==> src/rtl/pwm_pkg.sv <==
// Shared constants and helpers for the multi-channel PWM block.
// Board LED polarity, the default 27 MHz prescale value and duty-bus slicing.
package pwm_pkg;

    localparam logic LED_ON  = 1'b0;
    localparam logic LED_OFF = 1'b1;

    // 27 MHz / (106 * 256) gives roughly a 1 kHz PWM frame at WIDTH = 8.
    localparam logic [25:0] PRESCALE_27M_1K = 26'd105;

    function automatic logic [15:0] chan_duty(input logic [255:0] duty_bus,
                                              input int           ch,
                                              input int           width);
        logic [255:0] shifted;
        shifted = duty_bus >> (ch * width);
        return shifted[15:0] & ((16'h1 << width) - 16'h1);
    endfunction

endpackage

==> src/rtl/clkdiv.sv <==
// Free-running terminal-count divider: tc is high while the count equals TC.
// clr holds the count at zero.
module clkdiv #(
    parameter logic [25:0] TC = 26'd105
) (
    input  logic clk,
    input  logic nrst,
    input  logic clr,
    output logic tc
);

    logic [25:0] r_cnt;

    always_ff @(posedge clk) begin
        if (!nrst || clr) begin
            r_cnt <= '0;
        end else if (r_cnt == TC) begin
            r_cnt <= '0;
        end else begin
            r_cnt <= r_cnt + 26'd1;
        end
    end

    assign tc = (r_cnt == TC);

endmodule

==> src/rtl/pwm_chan.sv <==
// One PWM channel: double-buffered duty, compare against the shared counter, registered output.
// With PWM_FADE_EN the pending register becomes a target and duty steps by one per commit.
module pwm_chan
    import pwm_pkg::*;
#(
    parameter int   WIDTH      = 8,
    parameter logic ACTIVE_LOW = 1'b1
) (
    input  logic             clk,
    input  logic             nrst,
    input  logic             i_en,
    input  logic [WIDTH-1:0] i_cnt,
    input  logic [WIDTH-1:0] i_duty,
    input  logic             i_load,
    input  logic             i_commit,
`ifdef PWM_FADE_EN
    output logic             o_busy,
`else
    input  logic             i_have_pend,
`endif
    output logic             o_out
);

    localparam logic OUT_OFF = ACTIVE_LOW ? LED_OFF : LED_ON;
    localparam logic OUT_ON  = ~OUT_OFF;

    logic [WIDTH-1:0] r_duty_act;
    logic             r_out;
    logic             w_on;

    assign w_on  = i_en && (i_cnt < r_duty_act);
    assign o_out = r_out;

`ifdef PWM_FADE_EN
    logic [WIDTH-1:0] r_target;
    logic [WIDTH-1:0] w_target;

    // A load on the commit cycle retargets before this step is taken.
    assign w_target = i_load ? i_duty : r_target;
    assign o_busy   = (r_duty_act != r_target);

    always_ff @(posedge clk) begin
        if (!nrst) begin
            r_duty_act <= '0;
            r_target   <= '0;
            r_out      <= OUT_OFF;
        end else begin
            if (i_load) begin
                r_target <= i_duty;
            end
            if (i_commit) begin
                if (r_duty_act < w_target) begin
                    r_duty_act <= r_duty_act + WIDTH'(1);
                end else if (r_duty_act > w_target) begin
                    r_duty_act <= r_duty_act - WIDTH'(1);
                end
            end
            r_out <= w_on ? OUT_ON : OUT_OFF;
        end
    end
`else
    logic [WIDTH-1:0] r_duty_pend;

    always_ff @(posedge clk) begin
        if (!nrst) begin
            r_duty_act  <= '0;
            r_duty_pend <= '0;
            r_out       <= OUT_OFF;
        end else begin
            if (i_load) begin
                r_duty_pend <= i_duty;
            end
            if (i_commit && (i_load || i_have_pend)) begin
                r_duty_act <= i_load ? i_duty : r_duty_pend;
            end
            r_out <= w_on ? OUT_ON : OUT_OFF;
        end
    end
`endif

endmodule

==> src/rtl/pwm_multi.sv <==
// N-channel PWM with shared prescaler, runtime period and boundary-synchronised updates.
// Optional duty fading is enabled by defining PWM_FADE_EN.
module pwm_multi
    import pwm_pkg::*;
#(
    parameter int          NCH        = 4,
    parameter int          WIDTH      = 8,
    parameter logic [25:0] PRESCALE   = PRESCALE_27M_1K,
    parameter logic        ACTIVE_LOW = 1'b1
) (
    input  logic                 clk,
    input  logic                 nrst,
    input  logic                 en,
    input  logic [WIDTH-1:0]     period,
    input  logic [NCH*WIDTH-1:0] duty,
    input  logic                 load,
    output logic                 upd_pend,
    output logic                 cyc_tc,
    output logic [NCH-1:0]       pwm_out
);

    logic             w_tc;
    logic             w_tick;
    logic             w_boundary;
    logic             w_commit;
    logic             w_apply;
    logic [WIDTH-1:0] r_cnt;
    logic [WIDTH-1:0] r_per_act;
    logic [WIDTH-1:0] r_per_pend;
    logic             r_upd_pend;
    logic             r_cyc_tc;
    logic [WIDTH-1:0] w_duty_ch [NCH];

    clkdiv #(.TC(PRESCALE)) u_clkdiv (
        .clk  (clk),
        .nrst (nrst),
        .clr  (~en),
        .tc   (w_tc)
    );

    assign w_tick     = en && w_tc;
    assign w_boundary = w_tick && (r_cnt == r_per_act);
    // While disabled every edge acts as a commit point so updates land immediately.
    assign w_commit   = w_boundary || !en;
    assign w_apply    = w_commit && (load || r_upd_pend);

    always_ff @(posedge clk) begin
        if (!nrst) begin
            r_cnt      <= '0;
            r_per_act  <= '0;
            r_per_pend <= '0;
            r_upd_pend <= 1'b0;
            r_cyc_tc   <= 1'b0;
        end else begin
            r_cyc_tc <= w_boundary;
            if (!en || w_boundary) begin
                r_cnt <= '0;
            end else if (w_tick) begin
                r_cnt <= r_cnt + WIDTH'(1);
            end
            if (w_apply) begin
                r_per_act <= load ? period : r_per_pend;
            end
            if (load) begin
                r_per_pend <= period;
            end
            if (w_commit) begin
                r_upd_pend <= 1'b0;
            end else if (load) begin
                r_upd_pend <= 1'b1;
            end
        end
    end

    assign cyc_tc = r_cyc_tc;

`ifdef PWM_FADE_EN
    logic [NCH-1:0] w_busy;
    assign upd_pend = r_upd_pend || (|w_busy);
`else
    assign upd_pend = r_upd_pend;
`endif

    generate
        for (genvar gi = 0; gi < NCH; gi++) begin : g_chan
            assign w_duty_ch[gi] = WIDTH'(chan_duty(256'(duty), gi, WIDTH));

            pwm_chan #(
                .WIDTH      (WIDTH),
                .ACTIVE_LOW (ACTIVE_LOW)
            ) u_chan (
                .clk         (clk),
                .nrst        (nrst),
                .i_en        (en),
                .i_cnt       (r_cnt),
                .i_duty      (w_duty_ch[gi]),
                .i_load      (load),
                .i_commit    (w_commit),
`ifdef PWM_FADE_EN
                .o_busy      (w_busy[gi]),
`else
                .i_have_pend (r_upd_pend),
`endif
                .o_out       (pwm_out[gi])
            );
        end
    endgenerate

endmodule
==> config.mk <==
export PLATFORM = sky130hd
export DESIGN_NAME = pwm_multi
export DESIGN_NICKNAME = d
export VERILOG_FILES = /design/src/rtl/pwm_pkg.sv /design/src/rtl/clkdiv.sv /design/src/rtl/pwm_chan.sv /design/src/rtl/pwm_multi.sv
export SDC_FILE = /design/constraint.sdc
export NUM_CORES = 1
export LEC_CHECK = 0
export ABC_AREA = 0
export BUFFER_PORTS_ARGS = -buffer_cell sky130_fd_sc_hd__buf_2
export CAP_MARGIN = 20
export CORE_AREA = 4 4 112 114
export DETAILED_ROUTE_END_ITERATION = 8
export DIE_AREA = 0 0 116 118
export PLACE_DENSITY = 0.7
export SYNTH_ARGS = -nofsm -noshare
export SYNTH_HDL_FRONTEND = slang
export SYNTH_SLANG_ARGS = --single-unit
==> constraint.sdc <==
create_clock -name clk -period 3.75 [get_ports clk]
set_input_delay 0.375 -clock clk [delete_from_list [all_inputs] [get_ports clk]]
set_output_delay 0.375 -clock clk [all_outputs]
set_load 0.005 [all_outputs]
==> results.yml <==
detailed_routing:
  initialDrtViolationCount: 195
  drc_errors: 0
  routedWlPerCell_microns: 13.93
  via_count: 3910
  drtAntennaViolNets: 0
  routed_wirelength_mm: 10.70
  detail_route.first_pass.iterations: 4
  detail_route.vias_per_cell: 5.091
sta:
  fin_setup_tns_ns: 0
  finalWorstSetupSlack_ns: 1.320
  final_hold_viol_count: 0
  finalCriticalPeriod_ns: 2.430
  slew_of_the_pin_with_the_lowest_slew_margin_ns: 0.5882
  rsz0062_at_grt: "false"
  maxClockFrequency_mhz: 411.5
  slew_violations: 0
  worst_max_slew_margin_expressed_relative_to_the_limit_pct: 60.78
  finClkSkew_ns: 0.007442
  setup_viol: 0
  hold-worst-slack_ns: 0.2675
  fin_crit_sh_pct: 64.80
floorplan:
  start_util_pct: 49.43
  num_io_pins: 50
  placeableCoreArea_sq_um: 11420
  dieArea_sq_um: 13690
  die_width_microns: 116
  die_height_microns: 118
  placementRows: 39
logic_synthesis:
  post-synth-top-area-fraction_pct: 42.56
  postSynthNetCount: 644
  most_frequent_cell_after_synthesis: "dfxtp_1"
  yosysSeqAreaShare_pct: 42.56
  synth_simple_gate_area_share_pct: 20.33
  compound_gate_fraction_of_synth_area_pct: 4.500
  ys.warnings.count: 0
  synthXorXnorAreaFrac_pct: 4.810
  synthFlopType: "dfxtp_1"
  synth_fa_ha_area_share_pct: 6.872
  synth.top_cells.by_count: "dfxtp_1 (120), mux2_2 (44), nor2_1 (43)"
  synth_top_family_by_area: "simple AND/OR/NAND/NOR gates"
  syn_inst: 569
  ys_top_cells_by_area: "dfxtp_1 (43%), mux2_2 (8.8%), mux2i_1 (7.3%)"
  synthMuxAreaShare_pct: 16.05
  post_synth_edffs: 0
  avg_inst_size_synth_sq_um: 9.919
  async_reset_ff_share_pct: 0
  synth.cell_area_sq_um: 5644
  ys_types: 41
  synth_top_cell_by_area: "dfxtp_1"
  synth_seq_cells: 120
grt:
  grt_remaining_overflow: 0
  grt_pass1_wl_mm: 18.61
  antenna_found_initial: 0
  grt_start_max_net_pins: 82
  grt_pass1_vias: 3956
  gr-usage-all-layers_pct: 16.89
place:
  hpwl_mm: 7.475
  finalWeightedCongestion: 0.8630
  portBuffers: 49
  dp_worst_setup_slack_ns: 1.379
power:
  static-leakage-power_nw: 2.715
  fin_total_pwr_mw: 3.122
  worst_ir_drop_vdd_mv: 0.3574
  p_per_area_nw_per_um2: 476.8
finish:
  fillCellCount: 1007
  area_delta_synth_final_pct: 16.03
  multi_input_comb_area_sq_um: 2967
  design.final.nets: 687
  share_of_layout_cells_above_drive_strength_1_pct: 22.08
  layout.area.seq_sq_um: 2402
  antenna-diode-count: 0
  fin_util_pct: 57.35
setup_path:
  cp_slowest_cell: "dfxtp_1"
  critical_path_class: "register to register"
  max_stage_delay_ns: 0.39
  timing.reg2reg.setup_slack_ns: 1.32
  critPathRequiredTime_ns: 4.04
  critical_path.cell_chain: "ha_1 -> nor4b_1 -> nand3_1 -> nor4_1 -> o22a_1 -> buf_4 -> mux2_2"
  cp-end-kind: "register"
  sort_of_element_at_the_start_of_the_critical_path: "register"
  cp_data_arrival_time_ns: 2.72
  critPathMaxFanout: 24
cts:
  cts_post_setup_buffers_inserted: 0
  clk_root_buffer_cell: "clkbuf_16"
  cts-root-to-sink-buffers: 2
  cts-buffers-inserted: 17
  post_cts_hold_buffer_count: 0
  worst_skew_pair_later_pin_latency_ns: 0.41
  clk_transition_reported_paths_ns: 0.05
  cts_resized: 0
  cts_h_tree_depth: 4
  cts_tree: "built"
  cts.sink_count: 120
min_path:
  path_type_of_the_worst_min_delay_path: "primary input to register"
outcome:
  run_status: "finished, final reports clean"
flow_run:
  drv.max_cap_violation_count: 0
cells by family after synthesis:
group                      count (synthesis)
AOI/OAI and AO/OA                         38
xor gates and xnor gates                  31
adders and majority gates                 31
buffers and inverters                     68
DFF                                      120
muxes                                     85
and+or+nand+nor                          196
layout by cell type (no fill, tap or decap), types with 3 or more instances in the layout:
| cell | instances |
|---|---|
| dfxtp_1 | 120 |
| clkinv_2 | 6 |
| mux2i_1 | 41 |
| buf_4 | 5 |
| a31o_2 | 3 |
| nor4_1 | 7 |
| nand2_1 | 10 |
| and2_1 | 41 |
| xor2_1 | 6 |
| and4_1 | 4 |
| o21ai_0 | 6 |
| nand3_1 | 14 |
| nand4_1 | 9 |
| a21oi_1 | 10 |
| ha_1 | 31 |
| nor2_1 | 43 |
| nor3_1 | 9 |
| nand2b_1 | 4 |
| inv_1 | 38 |
| a21o_1 | 9 |
| or3_1 | 3 |
| clkbuf_16 | 17 |
| nor2b_1 | 40 |
| clkbuf_1 | 3 |
| mux2_2 | 44 |
| xnor2_1 | 25 |
| a211o_1 | 3 |
| clkbuf_8 | 3 |
| buf_2 | 49 |
final timing paths:
path,startpoint,end,depth (start not counted)
min,period[5],r_per_pend[5],3
min reg2reg,u_clkdiv.r_cnt[0],u_clkdiv.r_cnt[0],1
max,u_clkdiv.r_cnt[0],g_chan[1].u_chan.r_duty_act[5],7
max reg2reg,u_clkdiv.r_cnt[0],g_chan[1].u_chan.r_duty_act[5],7
worst max-delay path: cells and delay by family (launching register included):
kind,cells,cell delay [ns]
AND/OR/NAND/NOR,3,0.87
flip-flops,1,0.39
multiplexers,1,0.38
buffers and inverters,1,0.31
AO/OA/AOI/OAI,1,0.19
adder cells (fa/ha/maj),1,0.17
flip-flops by register name (all words and copies together), names as in the netlist, 4 cells and up:
signal	flops
g_chan.u_chan.r_duty_pend	32
r_cnt	8
u_clkdiv.r_cnt	26
g_chan.u_chan.o_out	4
r_per_act	8
g_chan.u_chan.r_duty_act	32
r_per_pend	8
layout make-up:
class	count	share of cell area, %
Clock buffer	23	7.298
Clock inverter	9	1.490
Inverter	38	2.178
Multi-Input combinational cell	381	45.30
Sequential cell	120	36.68
Tap cell	143	2.732
Timing Repair Buffer	54	4.318
per-stage QoR:
stage,cells,cell area [sq um]
floorplan,569,5644
global placement,736,5973
detailed placement,736,5973
CTS,768,6549
global route,768,6549
finish,768,6549
power by group:
part	internal, mW	total [mW]	switching, mW
combinational	0.109	0.210	0.101
sequential	1.33	1.35	0.0199
clock	1.02	1.56	0.542
total	2.46	3.12	0.664
per-layer routing:
metal / vias up / GRT usage, % / wire length [microns]
li1: 2002 / - / -
met1: 1829 / 21.59 / 4954
met2: 62 / 26.58 / 5083
met3: 17 / 5.039 / 480
met4: 0 / 6.599 / 178
met5: - / 0 / 0
(Power assumes the default switching activity.)
